<file path="src/rtl/player_mover_if.sv">
// Handshake bundle between the game logic and the grid-locked player mover.
// Widths must match the player_mover instance parameters.
interface player_mover_if #(
    parameter int X_W   = 8,
    parameter int Y_W   = 7,
    parameter int COL_W = 3,
    parameter int ROW_W = 3
);
    logic             tick;
    logic             enable;
    logic             up;
    logic             down;
    logic             left;
    logic             right;
    logic [X_W-1:0]   x;
    logic [Y_W-1:0]   y;
    logic [COL_W-1:0] col;
    logic [ROW_W-1:0] row;
    logic             moving;
    logic             bump;

    modport master (
        output tick, enable, up, down, left, right,
        input  x, y, col, row, moving, bump
    );

    modport slave (
        input  tick, enable, up, down, left, right,
        output x, y, col, row, moving, bump
    );
endinterface

</file>
<file path="src/rtl/player_mover.sv">
// Grid-locked player mover: decodes direction levels with auto-repeat, commits
// a target cell, then glides the pixel position toward it STEP_PX per tick.
module player_mover #(
    parameter int COLS         = 5,
    parameter int ROWS         = 5,
    parameter int CELL         = 16,
    parameter int X0           = 40,
    parameter int Y0           = 20,
    parameter int START_COL    = 2,
    parameter int START_ROW    = 2,
    parameter int STEP_PX      = 4,
    parameter int REPEAT_DELAY = 8,
    parameter int REPEAT_RATE  = 4,
    parameter int X_W          = 8,
    parameter int Y_W          = 7
) (
    input  logic          clk,
    input  logic          reset,
    player_mover_if.slave bus
);
    localparam int COL_W = (COLS > 1) ? $clog2(COLS) : 1;
    localparam int ROW_W = (ROWS > 1) ? $clog2(ROWS) : 1;
    localparam int HC_W  = $clog2(REPEAT_DELAY + 1);

    localparam logic [X_W-1:0]   X_RST   = X_W'(X0 + START_COL * CELL);
    localparam logic [Y_W-1:0]   Y_RST   = Y_W'(Y0 + START_ROW * CELL);
    localparam logic [COL_W-1:0] COL_RST = COL_W'(START_COL);
    localparam logic [ROW_W-1:0] ROW_RST = ROW_W'(START_ROW);
    localparam logic [X_W-1:0]   STEP_X  = X_W'(STEP_PX);
    localparam logic [Y_W-1:0]   STEP_Y  = Y_W'(STEP_PX);

    typedef enum logic [2:0] {DIR_NONE, DIR_UP, DIR_DOWN, DIR_LEFT, DIR_RIGHT} dir_t;
    typedef enum logic {IDLE, MOVE} state_t;

    state_t           state, state_d;
    dir_t             dir, dir_prev;
    logic [HC_W-1:0]  hold_cnt, hold_nxt;
    logic             fire;
    logic [COL_W-1:0] col_q;
    logic [ROW_W-1:0] row_q;
    logic [X_W-1:0]   x_q, x_step, tx;
    logic [Y_W-1:0]   y_q, y_step, ty;
    logic             bump_q;
    int               t_col, t_row;
    logic             in_grid, arrive;
    logic             accept, do_bump, advance;

    // Opposing requests cancel their axis before priority is applied.
    always_comb begin
        dir = DIR_NONE;
        if (bus.up && !bus.down)         dir = DIR_UP;
        else if (bus.down && !bus.up)    dir = DIR_DOWN;
        else if (bus.left && !bus.right) dir = DIR_LEFT;
        else if (bus.right && !bus.left) dir = DIR_RIGHT;
    end

    always_comb begin
        hold_nxt = hold_cnt;
        fire     = 1'b0;
        if (bus.tick) begin
            if (dir == DIR_NONE) begin
                hold_nxt = '0;
            end else if (dir != dir_prev) begin
                hold_nxt = '0;
                fire     = 1'b1;
            end else if (hold_cnt == HC_W'(REPEAT_DELAY - 1)) begin
                hold_nxt = HC_W'(REPEAT_DELAY - REPEAT_RATE);
                fire     = 1'b1;
            end else begin
                hold_nxt = hold_cnt + HC_W'(1);
            end
        end
    end

    always_comb begin
        t_col = int'(col_q);
        t_row = int'(row_q);
        case (dir)
            DIR_UP:    t_row = t_row - 1;
            DIR_DOWN:  t_row = t_row + 1;
            DIR_LEFT:  t_col = t_col - 1;
            DIR_RIGHT: t_col = t_col + 1;
            default:   ;
        endcase
        in_grid = (t_col >= 0) && (t_col < COLS) && (t_row >= 0) && (t_row < ROWS);
    end

    // Pixel target of the committed cell; only one axis differs during a step.
    always_comb begin
        tx     = X_W'(X0 + int'(col_q) * CELL);
        ty     = Y_W'(Y0 + int'(row_q) * CELL);
        x_step = x_q;
        y_step = y_q;
        if (x_q < tx)      x_step = x_q + STEP_X;
        else if (x_q > tx) x_step = x_q - STEP_X;
        else if (y_q < ty) y_step = y_q + STEP_Y;
        else if (y_q > ty) y_step = y_q - STEP_Y;
        arrive = (x_step == tx) && (y_step == ty);
    end

    // A request on the arrival edge is judged from the freshly reached cell,
    // so a held key keeps its repeat cadence across consecutive steps.
    always_comb begin
        state_d = state;
        accept  = 1'b0;
        do_bump = 1'b0;
        advance = 1'b0;
        case (state)
            IDLE: begin
                if (fire && bus.enable) begin
                    if (in_grid) begin
                        accept  = 1'b1;
                        state_d = MOVE;
                    end else begin
                        do_bump = 1'b1;
                    end
                end
            end
            MOVE: begin
                if (bus.tick) begin
                    advance = 1'b1;
                    if (arrive) begin
                        state_d = IDLE;
                        if (fire && bus.enable) begin
                            if (in_grid) begin
                                accept  = 1'b1;
                                state_d = MOVE;
                            end else begin
                                do_bump = 1'b1;
                            end
                        end
                    end
                end
            end
            default: state_d = IDLE;
        endcase
    end

    always_ff @(posedge clk or posedge reset) begin
        if (reset) begin
            state    <= IDLE;
            dir_prev <= DIR_NONE;
            hold_cnt <= '0;
            col_q    <= COL_RST;
            row_q    <= ROW_RST;
            x_q      <= X_RST;
            y_q      <= Y_RST;
            bump_q   <= 1'b0;
        end else begin
            state    <= state_d;
            hold_cnt <= hold_nxt;
            bump_q   <= do_bump;
            if (bus.tick) dir_prev <= dir;
            if (advance) begin
                x_q <= x_step;
                y_q <= y_step;
            end
            if (accept) begin
                col_q <= COL_W'(t_col);
                row_q <= ROW_W'(t_row);
            end
        end
    end

    assign bus.x      = x_q;
    assign bus.y      = y_q;
    assign bus.col    = col_q;
    assign bus.row    = row_q;
    assign bus.moving = (state == MOVE);
    assign bus.bump   = bump_q;
endmodule

</file>
<file path="src/flat_wrapper.sv">
// flat-port wrapper written by rule: the top's interface ports become plain ports
module player_mover_flat 
#(
    parameter int COLS         = 5,
    parameter int ROWS         = 5,
    parameter int CELL         = 16,
    parameter int X0           = 40,
    parameter int Y0           = 20,
    parameter int START_COL    = 2,
    parameter int START_ROW    = 2,
    parameter int STEP_PX      = 4,
    parameter int REPEAT_DELAY = 8,
    parameter int REPEAT_RATE  = 4,
    parameter int X_W          = 8,
    parameter int Y_W          = 7
)
  (clk, reset, bus_tick, bus_enable, bus_up, bus_down, bus_left, bus_right, bus_x, bus_y, bus_col, bus_row, bus_moving, bus_bump);
  player_mover_if #(.X_W(X_W), .Y_W(Y_W), .COL_W(3), .ROW_W(3)) bus_i ();
  input  logic clk;
  input  logic reset;
  input wire logic [$bits(bus_i.tick)-1:0] bus_tick;
  input wire logic [$bits(bus_i.enable)-1:0] bus_enable;
  input wire logic [$bits(bus_i.up)-1:0] bus_up;
  input wire logic [$bits(bus_i.down)-1:0] bus_down;
  input wire logic [$bits(bus_i.left)-1:0] bus_left;
  input wire logic [$bits(bus_i.right)-1:0] bus_right;
  output wire logic [$bits(bus_i.x)-1:0] bus_x;
  output wire logic [$bits(bus_i.y)-1:0] bus_y;
  output wire logic [$bits(bus_i.col)-1:0] bus_col;
  output wire logic [$bits(bus_i.row)-1:0] bus_row;
  output wire logic [$bits(bus_i.moving)-1:0] bus_moving;
  output wire logic [$bits(bus_i.bump)-1:0] bus_bump;
  assign bus_i.tick = bus_tick;
  assign bus_i.enable = bus_enable;
  assign bus_i.up = bus_up;
  assign bus_i.down = bus_down;
  assign bus_i.left = bus_left;
  assign bus_i.right = bus_right;
  assign bus_x = bus_i.x;
  assign bus_y = bus_i.y;
  assign bus_col = bus_i.col;
  assign bus_row = bus_i.row;
  assign bus_moving = bus_i.moving;
  assign bus_bump = bus_i.bump;
  player_mover #(.COLS(COLS), .ROWS(ROWS), .CELL(CELL), .X0(X0), .Y0(Y0), .START_COL(START_COL), .START_ROW(START_ROW), .STEP_PX(STEP_PX), .REPEAT_DELAY(REPEAT_DELAY), .REPEAT_RATE(REPEAT_RATE), .X_W(X_W), .Y_W(Y_W)) u_core (.clk(clk), .reset(reset), .bus(bus_i));
endmodule
</file>
<file path="config.mk">
export PLATFORM = sky130hd
export DESIGN_NAME = player_mover_flat
export DESIGN_NICKNAME = d
export VERILOG_FILES = /design/src/rtl/player_mover_if.sv /design/src/rtl/player_mover.sv /design/src/flat_wrapper.sv
export SDC_FILE = /design/constraint.sdc
export NUM_CORES = 1
export LEC_CHECK = 0
export BUFFER_PORTS_ARGS = -buffer_cell sky130_fd_sc_hd__buf_2
export CAP_MARGIN = 20
export CORE_MARGIN = 2
export CORE_UTILIZATION = 50
export DETAILED_ROUTE_END_ITERATION = 8
export PLACE_DENSITY = 0.7
export SYNTH_ARGS = -nofsm -noshare
export SYNTH_HDL_FRONTEND = slang
export SYNTH_SLANG_ARGS = --single-unit
</file>
<file path="constraint.sdc">
create_clock -name clk -period 4.9 [get_ports clk]
set_clock_uncertainty 0.05 [all_clocks]
set_input_delay 0.245 -clock clk [delete_from_list [all_inputs] [get_ports clk]]
set_output_delay 0.245 -clock clk [all_outputs]
set_load 0.02 [all_outputs]
</file>
* Word-level counts from Yosys, hierarchy flattened
Index checks and enable logic that the tools add are counted.
** Word-level totals
- Flip-flop bits (word level) :: 30
- Input port bits :: 8
- Output and inout port bits :: 23
- Logic and storage cells :: 84
** Cells by class
- Add/subtract/negate cells :: 11
- $lt $le $gt $ge :: 8
- Equal/unequal tests :: 8
- Mux-type cells :: 34
- Bitwise gates (word level) :: 1
- Reduce and logical (&&, ||, !) cells :: 14
** Operators with widths (number)
- case mux 32 bit (2 select lines) :: 2
- >= comparator 32 x 1 -> 1 bit, second input constant :: 2
- < comparator 32 x 4 -> 1 bit, second input constant :: 2
- two-way mux 7 bit :: 4
- two-way mux 1 bit :: 16
- two-way mux 8 bit :: 2
- two-way mux 3 bit :: 4
- two-way mux 4 bit :: 3
- logical AND 1 bit :: 9
- adder 3 x 1 -> 4 bit, second input constant :: 2
- adder 6 x 7 -> 8 bit, first input constant :: 1
- adder 8 x 3 -> 8 bit, second input constant :: 1
- equality test 8 bit :: 1
- greater-than comparator 8 bit :: 1
- < comparator 8 bit :: 1
- subtractor 3 x 1 -> 4 bit, second input constant :: 2
- subtractor 8 x 3 -> 8 bit, second input constant :: 1
- adder 5 x 7 -> 7 bit, first input constant :: 1
- adder 7 x 3 -> 7 bit, second input constant :: 1
- equality test 7 bit :: 1
- greater-than comparator 7 bit :: 1
- < comparator 7 bit :: 1
- subtractor 7 x 3 -> 7 bit, second input constant :: 1
- equality test 3 x 2 -> 1 bit, second input constant :: 2
- 9 further kinds :: 14

* Depth between registers and ports, before layout
Gate-level depths: netlist of run 1.
- Word-level depth :: 17
- Depth in mapped cells :: 13
- Depth with buffers taken out :: 12

* Worst setup path before layout of run 1
OpenSTA, ideal clock, no wires.
- Path kind :: register -> register
- Start :: register u_core.row_q[0] (netlist: u_core.bus.row[0])
- End :: register u_core.row_q[0] (netlist: u_core.bus.row[0])
- Setup time :: 128 ps
- Arrival time :: 3656 ps
- Required time :: 4722 ps
- Setup slack :: 1067 ps
- Stages on the path, launching flop included :: 14
- Buffers on the path :: 1
- Period minus slack after synthesis :: 3833 ps
- Cells stage by stage :: dfrtp_1 > clkbuf_1 > inv_1 > ha_1 > inv_1 > ha_1 > a21oi_2 > o211ai_4 > mux2_4 > o32a_1 > nor4_2 > a41oi_2 > nor3_2 > mux2_1
** On the way
- Cells in the longest elaborated chain, start to end :: 11
- Elaborated cells between the ends (all ways) :: 21
- Those cells by class :: add/sub: 3; order compare: 4; eq/ne: 1; mux: 10; reduce/logical: 3
** Ends and longest elaborated chain
- start: declaration :: RTL line player_mover.sv:40 : logic [ROW_W-1:0] row_q;
- start signal: assignment :: RTL line player_mover.sv:160 : row_q <= ROW_W'(t_row);
- adder 5 x 7 -> 7 bit :: RTL line player_mover.sv:91 : ty = Y_W'(Y0 + int'(row_q) * CELL);
- greater-than comparator 7 bit :: RTL line player_mover.sv:97 : else if (y_q > ty) y_step = y_q - STEP_Y;
- two-way mux 7 bit :: RTL line player_mover.sv:97
- two-way mux 7 bit :: RTL line player_mover.sv:96 : else if (y_q < ty) y_step = y_q + STEP_Y;
- two-way mux 7 bit :: RTL line player_mover.sv:95 : else if (x_q > tx) x_step = x_q - STEP_X;
- two-way mux 7 bit :: RTL line player_mover.sv:94 : if (x_q < tx) x_step = x_q + STEP_X;
- equality test 7 bit :: RTL line player_mover.sv:98 : arrive = (x_step == tx) && (y_step == ty);
- logical AND 1 bit :: RTL line player_mover.sv:98
- two-way mux 1 bit :: RTL line player_mover.sv:122 : if (arrive) begin
- two-way mux 1 bit :: RTL line player_mover.sv:120 : if (bus.tick) begin
- case mux 1 bit (2 select lines) :: RTL line player_mover.sv:108 : case (state)
Parallel ways exist; a longest one is shown, timed or not.
A chain may end at the register's enable or synchronous reset.

* Worst setup path after layout of run 1
Same ends and word-level chain as after synthesis.

==> results of run 1 <==
## cell usage in the layout (no fill, tap or decap), drive strengths merged, types with 4 or more instances in the layout
master	instances
nand4	4
conb	4
o211ai	4
buf	27
xnor2	17
or3	6
inv	25
ha	22
and2	4
nor3	10
nor2	19
nand3	11
nand2	15
o21ai	12
nand2b	4
dfstp	7
dfrtp	19
a21oi	20
mux2i	10
xor2	8
## power breakdown
| part | internal, µW | switching, µW | total, µW |
|---|---|---|---|
| clock network | 110 | 78.4 | 188 |
| registers | 285 | 117 | 402 |
| logic | 352 | 501 | 853 |
| total | 746 | 697 | 1440 |
## Yosys cell counts, types with 6 or more instances
library cell	count
inv_1	24
ha_1	22
a21oi_1	19
dfrtp_1	19
nor2_1	19
xnor2_1	17
nand2_1	15
nand3_1	11
mux2i_1	10
nor3_1	9
o21ai_0	8
xor2_1	8
dfstp_2	7
clkbuf_1	6
or3_1	6
## registers in the layout (all words and copies together), names as in the netlist
signal,flops
u_core.bus.row,3
u_core.bus.y,5
u_core.bus.moving,1
u_core.hold_cnt,4
u_core.dir_prev,3
u_core.bus.col,3
u_core.bus.x,6
u_core.bus.bump,1
## worst min-delay path, cell delays in order
cell and delay (ns):
buf_2 0.10, o2111ai_1 0.17, o2bb2ai_1 0.08
## cells by family after synthesis
kind of cell	count (synthesis)
mux	13
compound gates	71
fa+ha+maj	22
simple gates	90
xor+xnor	25
other cells	1
buf+inv	41
flops	26
## worst max-delay path by stage
stage                                          endpoint  slack, ns  cells after the start                           from
after floorplan           u_core.bus.row[0]$_DFFE_PP0P_       1.07                     13  u_core.bus.row[0]$_DFFE_PP0P_
after global placement    u_core.bus.row[0]$_DFFE_PP0P_       1.06                     12  u_core.bus.row[0]$_DFFE_PP0P_
after detailed placement  u_core.bus.row[0]$_DFFE_PP0P_       0.90                     12  u_core.bus.row[0]$_DFFE_PP0P_
after CTS                 u_core.bus.row[0]$_DFFE_PP0P_       0.88                     12  u_core.bus.row[0]$_DFFE_PP0P_
after global routing      u_core.bus.row[0]$_DFFE_PP0P_       0.57                     12  u_core.bus.row[0]$_DFFE_PP0P_
final                     u_core.bus.row[0]$_DFFE_PP0P_       0.90                     12  u_core.bus.row[0]$_DFFE_PP0P_
## routing by layer
layer  track usage  share of wire
met1         0.299           0.48
met4        0.0687          0.017
met2         0.364           0.48
met5             0              0
met3        0.0244          0.025
## layout make-up
class / count / area, µm²
clock buffers: 3 / 41.3
clock inverters: 1 / 30.0
fillers: 452 / 2020
inverters: 25 / 93.8
multi-input cells: 225 / 1630
flip-flops and latches: 26 / 659
well taps: 67 / 83.8
repair buffers: 28 / 168
## metrics by stage
stage,power [µW],area [µm²],worst slack [ns]
global route,1560,2710,0.571
CTS,1440,2670,0.880
detailed placement,1240,2600,0.904
global placement,1230,2600,1.06
floorplan,1050,2460,1.07
finish,1440,2710,0.899
==> flow_summary.yaml, run 1 <==
outcome:
  status: "finished, final reports clean"
synth:
  yosysSeqAreaShare: 0.269
  synth_top_area_frac: 0.194
  synth_warnings: 0
  dominantRegCellSynth: "dfrtp_1"
  synth_area_leaders: "dfrtp_1 (19%), ha_1 (11%), dfstp_2 (7.5%)"
  synth_area_per_cell_um2: 8.48
  synth_seq_cells: 26
  syn_inst: 289
  yosysTopAreaCell: "dfrtp_1"
  synthAdderAreaFrac: 0.112
  muxShareOfSynthArea: 0.0562
  synthSimpleGateAreaFrac: 0.196
  async_reset_ff_frac: 1.00
  synth-edff-count: 0
  syn_area_um2: 2450
  synthXorXnorAreaFrac: 0.0894
  synth_top_family_by_area: "compound AO/OA/AOI/OAI gates"
  synthDistinctLibCells: 61
  synth_compound_area_frac: 0.205
sta:
  fmax_mhz: 250
  setup_viol: 0
  slew-limit-headroom: 0.610
  final_hold_viol_count: 0
  drv_slew: 0
  min_period_ns: 4.00
  final.setup.tns_ns: 0
  hold_ws_ns: 0.300
  rsz0062_at_grt: "no"
  finalCritPeriodShare: 0.817
  worst-slew-pin-transition_ns: 0.581
critical_path:
  critPathKind: "reg -> reg"
  slowest_stage: "dfrtp_1"
  worstSetupEndpointType: "flip-flop"
  r2r_start: "u_core.bus.row[0]$_DFFE_PP0P_"
  crit_buf_inv: 2
  start_kind: "flip-flop"
  cp.arrival_ns: 4.13
  required_ns: 5.03
  slowest_delay_ns: 0.57
  r2r_cells: 12
  r2r_end: "u_core.bus.row[0]$_DFFE_PP0P_"
  path_delay_family: "compound AO/OA/AOI/OAI gates"
  critPathMaxFanout: 11
  reg2reg_slack_ns: 0.90
  crit_chain: "inv_1 -> ha_1 -> inv_1 -> ha_1 -> a21oi_2 -> o211ai_4 -> mux2_4 -> o32a_1 -> nor4_2 -> a41oi_2 -> nor3_2 -> mux2_1"
detailed_routing:
  antenna_left: 0
  dr.pass1.iters: 4
  remaining_drc_errors: 0
  wl_per_cell_um: 14.9
  wl_um: 5570
  via_per_inst: 5.71
  vias: 2140
  drt_iter0_drc: 159
layout:
  layout.cells.non_filler: 375
  area_growth_pct: 10.5
  diodes: 0
  final_layout_size_suffix_gt1_frac: 0.162
  final_nets: 339
  final_util: 0.573
die:
  die-area_um2: 5480
  num_rows: 25
  coreArea_um2: 4720
  start_util: 0.519
  pin_count: 31
  die_h_um: 74.0
  die_width_um: 74.0
cts:
  hold_buffers: 0
  cts_setup_buffers: 0
  cts_max_level: 1
  cts_root_buf: "clkbuf_8"
  cts_resized: 0
  cts.sinks: 26
  cts_inserted_buffers: 3
  clk_pin_slew_worst_paths_ns: 0.11
  cts_tree: "built"
  clockBufferDepth: 2
  clk_latency_ns: 0.29
place:
  dp.cells: 369
  port_buffers: 26
  gp_congestion: 0.832
  dp_hpwl_um: 4140
global_route:
  antenna_found_initial: 0
  grt_max_degree: 27
  grt_usage: 0.219
  grt_pass1_vias: 2045
  grt_pass1_wl_um: 9460
  gr-total-overflow: 0
min_path:
  min_from: "bus_enable"
  min_to: "u_core.bus.moving$_DFF_PP0_"
  hp-class: "in -> reg"
  holdPathStages: 3
job:
  drv_cap: 0
pwr:
  power.leakage_uw: 0.00120
  power_density_nw_per_um2: 533
  peakVddDrop_uv: 228
No activity file was read; power rests on OpenSTA's default activity.
==> inputs of run 2 (changes only) <==
clock period = 4.1 ns   (was 4.9 ns; I/O delays follow)
==> flow_summary.yaml, run 2 (synthesis results as in run 1) <==
min_path:
  holdPathStages: 3
  min_to: "u_core.bus.moving$_DFF_PP0_"
  hp-class: "in -> reg"
  min_from: "bus_enable"
layout:
  final_cell_mix: "buf_2 (26), inv_1 (24), ha_1 (22)"
  largest_reg_flops: 6
  multi_input_area_um2: 1640
  n_fill_cell: 436
  area_growth_pct: 11.9
  regArea_um2: 659
  final_common_cell: "buf_2"
  diodes: 0
  final_layout_size_suffix_gt1_frac: 0.182
  final_nets: 345
place:
  dp_hpwl_um: 4160
  port_buffers: 26
  gp_congestion: 0.833
critical_path:
  slowest_delay_ns: 0.65
  crit_buf_inv: 2
  crit_chain: "inv_1 -> ha_1 -> inv_1 -> ha_1 -> and4_1 -> nand2_1 -> a211o_1 -> a21o_1 -> a221oi_1 -> a41oi_2 -> nor3_2 -> mux2_1"
  worstSetupEndpointType: "flip-flop"
  critPathMaxFanout: 9
  slowest_stage: "dfstp_2"
  r2r_cells: 12
  reg2reg_slack_ns: 0.24
  critical_path_depth: 12
  required_ns: 4.21
  r2r_end: "u_core.bus.row[0]$_DFFE_PP0P_"
  start_kind: "flip-flop"
  cp.arrival_ns: 3.97
  r2r_start: "u_core.bus.col[1]$_DFFE_PP1P_"
  critPathKind: "reg -> reg"
  path_delay_family: "compound AO/OA/AOI/OAI gates"
job:
  drv_cap: 0
die:
  start_util: 0.519
  die-area_um2: 5480
  die_width_um: 74.0
  num_rows: 25
  coreArea_um2: 4720
  pin_count: 31
  die_h_um: 74.0
detailed_routing:
  wl_per_cell_um: 14.5
  wl_met2_um: 2660
  drt_iter0_drc: 166
  wl_um: 5520
  vias: 2153
  antenna_left: 0
  dr.pass1.iters: 4
  via_per_inst: 5.65
  wl_met1_um: 2650
  top_layer_used: "met4"
  route.met3.wl_um: 161
  remaining_drc_errors: 0
cts:
  clockBufferDepth: 2
  cts.sinks: 26
  cts_tree: "built"
  clk_pin_slew_worst_paths_ns: 0.10
  cts_inserted_buffers: 3
  cts_max_level: 1
  cts_root_buf: "clkbuf_8"
  clk_latency_ns: 0.28
sta:
  slew-limit-headroom: 0.638
  finalCritPeriodShare: 0.940
  final.setup.tns_ns: 0
  setup_viol: 0
  final_hold_viol_count: 0
  min_period_ns: 3.86
  fmax_mhz: 259
  worst-slew-pin-transition_ns: 0.542
  drv_slew: 0
global_route:
  antenna_found_initial: 0
  grt_pass1_vias: 2126
  grt_pass1_wl_um: 9540
  gr-total-overflow: 0
  grt_usage: 0.220
  grt_max_degree: 27
outcome:
  status: "finished, final reports clean"
pwr:
  total_power_uw: 1700
  peakVddDrop_uv: 329
  power.leakage_uw: 0.00122
  power_density_nw_per_um2: 622
run 2: how the worst max path moves through the flow:
| stage | startpoint | to | slack [ns] |
|---|---|---|---|
| after floorplan | u_core.bus.row[0]$_DFFE_PP0P_ | u_core.bus.row[0]$_DFFE_PP0P_ | 0.27 |
| after global placement | u_core.bus.col[1]$_DFFE_PP1P_ | u_core.bus.row[0]$_DFFE_PP0P_ | 0.36 |
| after detailed placement | u_core.bus.col[1]$_DFFE_PP1P_ | u_core.bus.row[0]$_DFFE_PP0P_ | 0.18 |
| after CTS | u_core.bus.col[1]$_DFFE_PP1P_ | u_core.bus.row[0]$_DFFE_PP0P_ | 0.14 |
| after global routing | u_core.bus.col[1]$_DFFE_PP1P_ | u_core.bus.row[0]$_DFFE_PP0P_ | -0.005 |
| final | u_core.bus.col[1]$_DFFE_PP1P_ | u_core.bus.row[0]$_DFFE_PP0P_ | 0.24 |
run 2: final cells by class:
class                           count  area share
Clock buffer                        4      0.0201
Sequential cell                    26       0.241
Timing Repair Buffer               34      0.0776
Inverter                           25      0.0342
Multi-Input combinational cell    225       0.597
Tap cell                           67      0.0306
run 2: repair_timing:
item | 4_1_cts | 5_1_grt
hold endpoints to repair | 0 | 5
setup endpoints to repair | 0 | 3
resized for setup | 0 | 2
setup buffers | 0 | 2
hold buffers | 0 | 1
run 2: report_power, final:
part	switching [µW]	internal, µW	total (µW)	leakage [µW]
Sequential	134	341	474	0.000315
Clock	88.0	86.2	174	0.0000288
Combinational	608	447	1060	0.000880
Total	830	874	1700	0.00122
run 2: per-stage QoR:
stage,utilization,cell area (µm²),hold slack [ns],worst slack (ns),cells
2_1_floorplan,-,2460,0.190,0.267,292
3_3_place_gp,0.556,2630,0.447,0.356,373
3_5_place_dp,0.556,2630,0.457,0.183,373
4_1_cts,0.568,2680,0.157,0.143,377
5_1_grt,0.580,2740,0.284,-0.00531,381
6_report,0.580,2740,0.259,0.244,381
run 2: tightest hold or removal path, stage by stage:
cell and delay (ns):
buf_2 0.09, o2111ai_1 0.17, o2bb2ai_1 0.08
run 2: routing by layer:
metal | vias up | GRT usage
li1 | 1084 | -
met1 | 1022 | 0.295
met2 | 43 | 0.381
met3 | 4 | 0.0230
met4 | 0 | 0.0586
met5 | - | 0
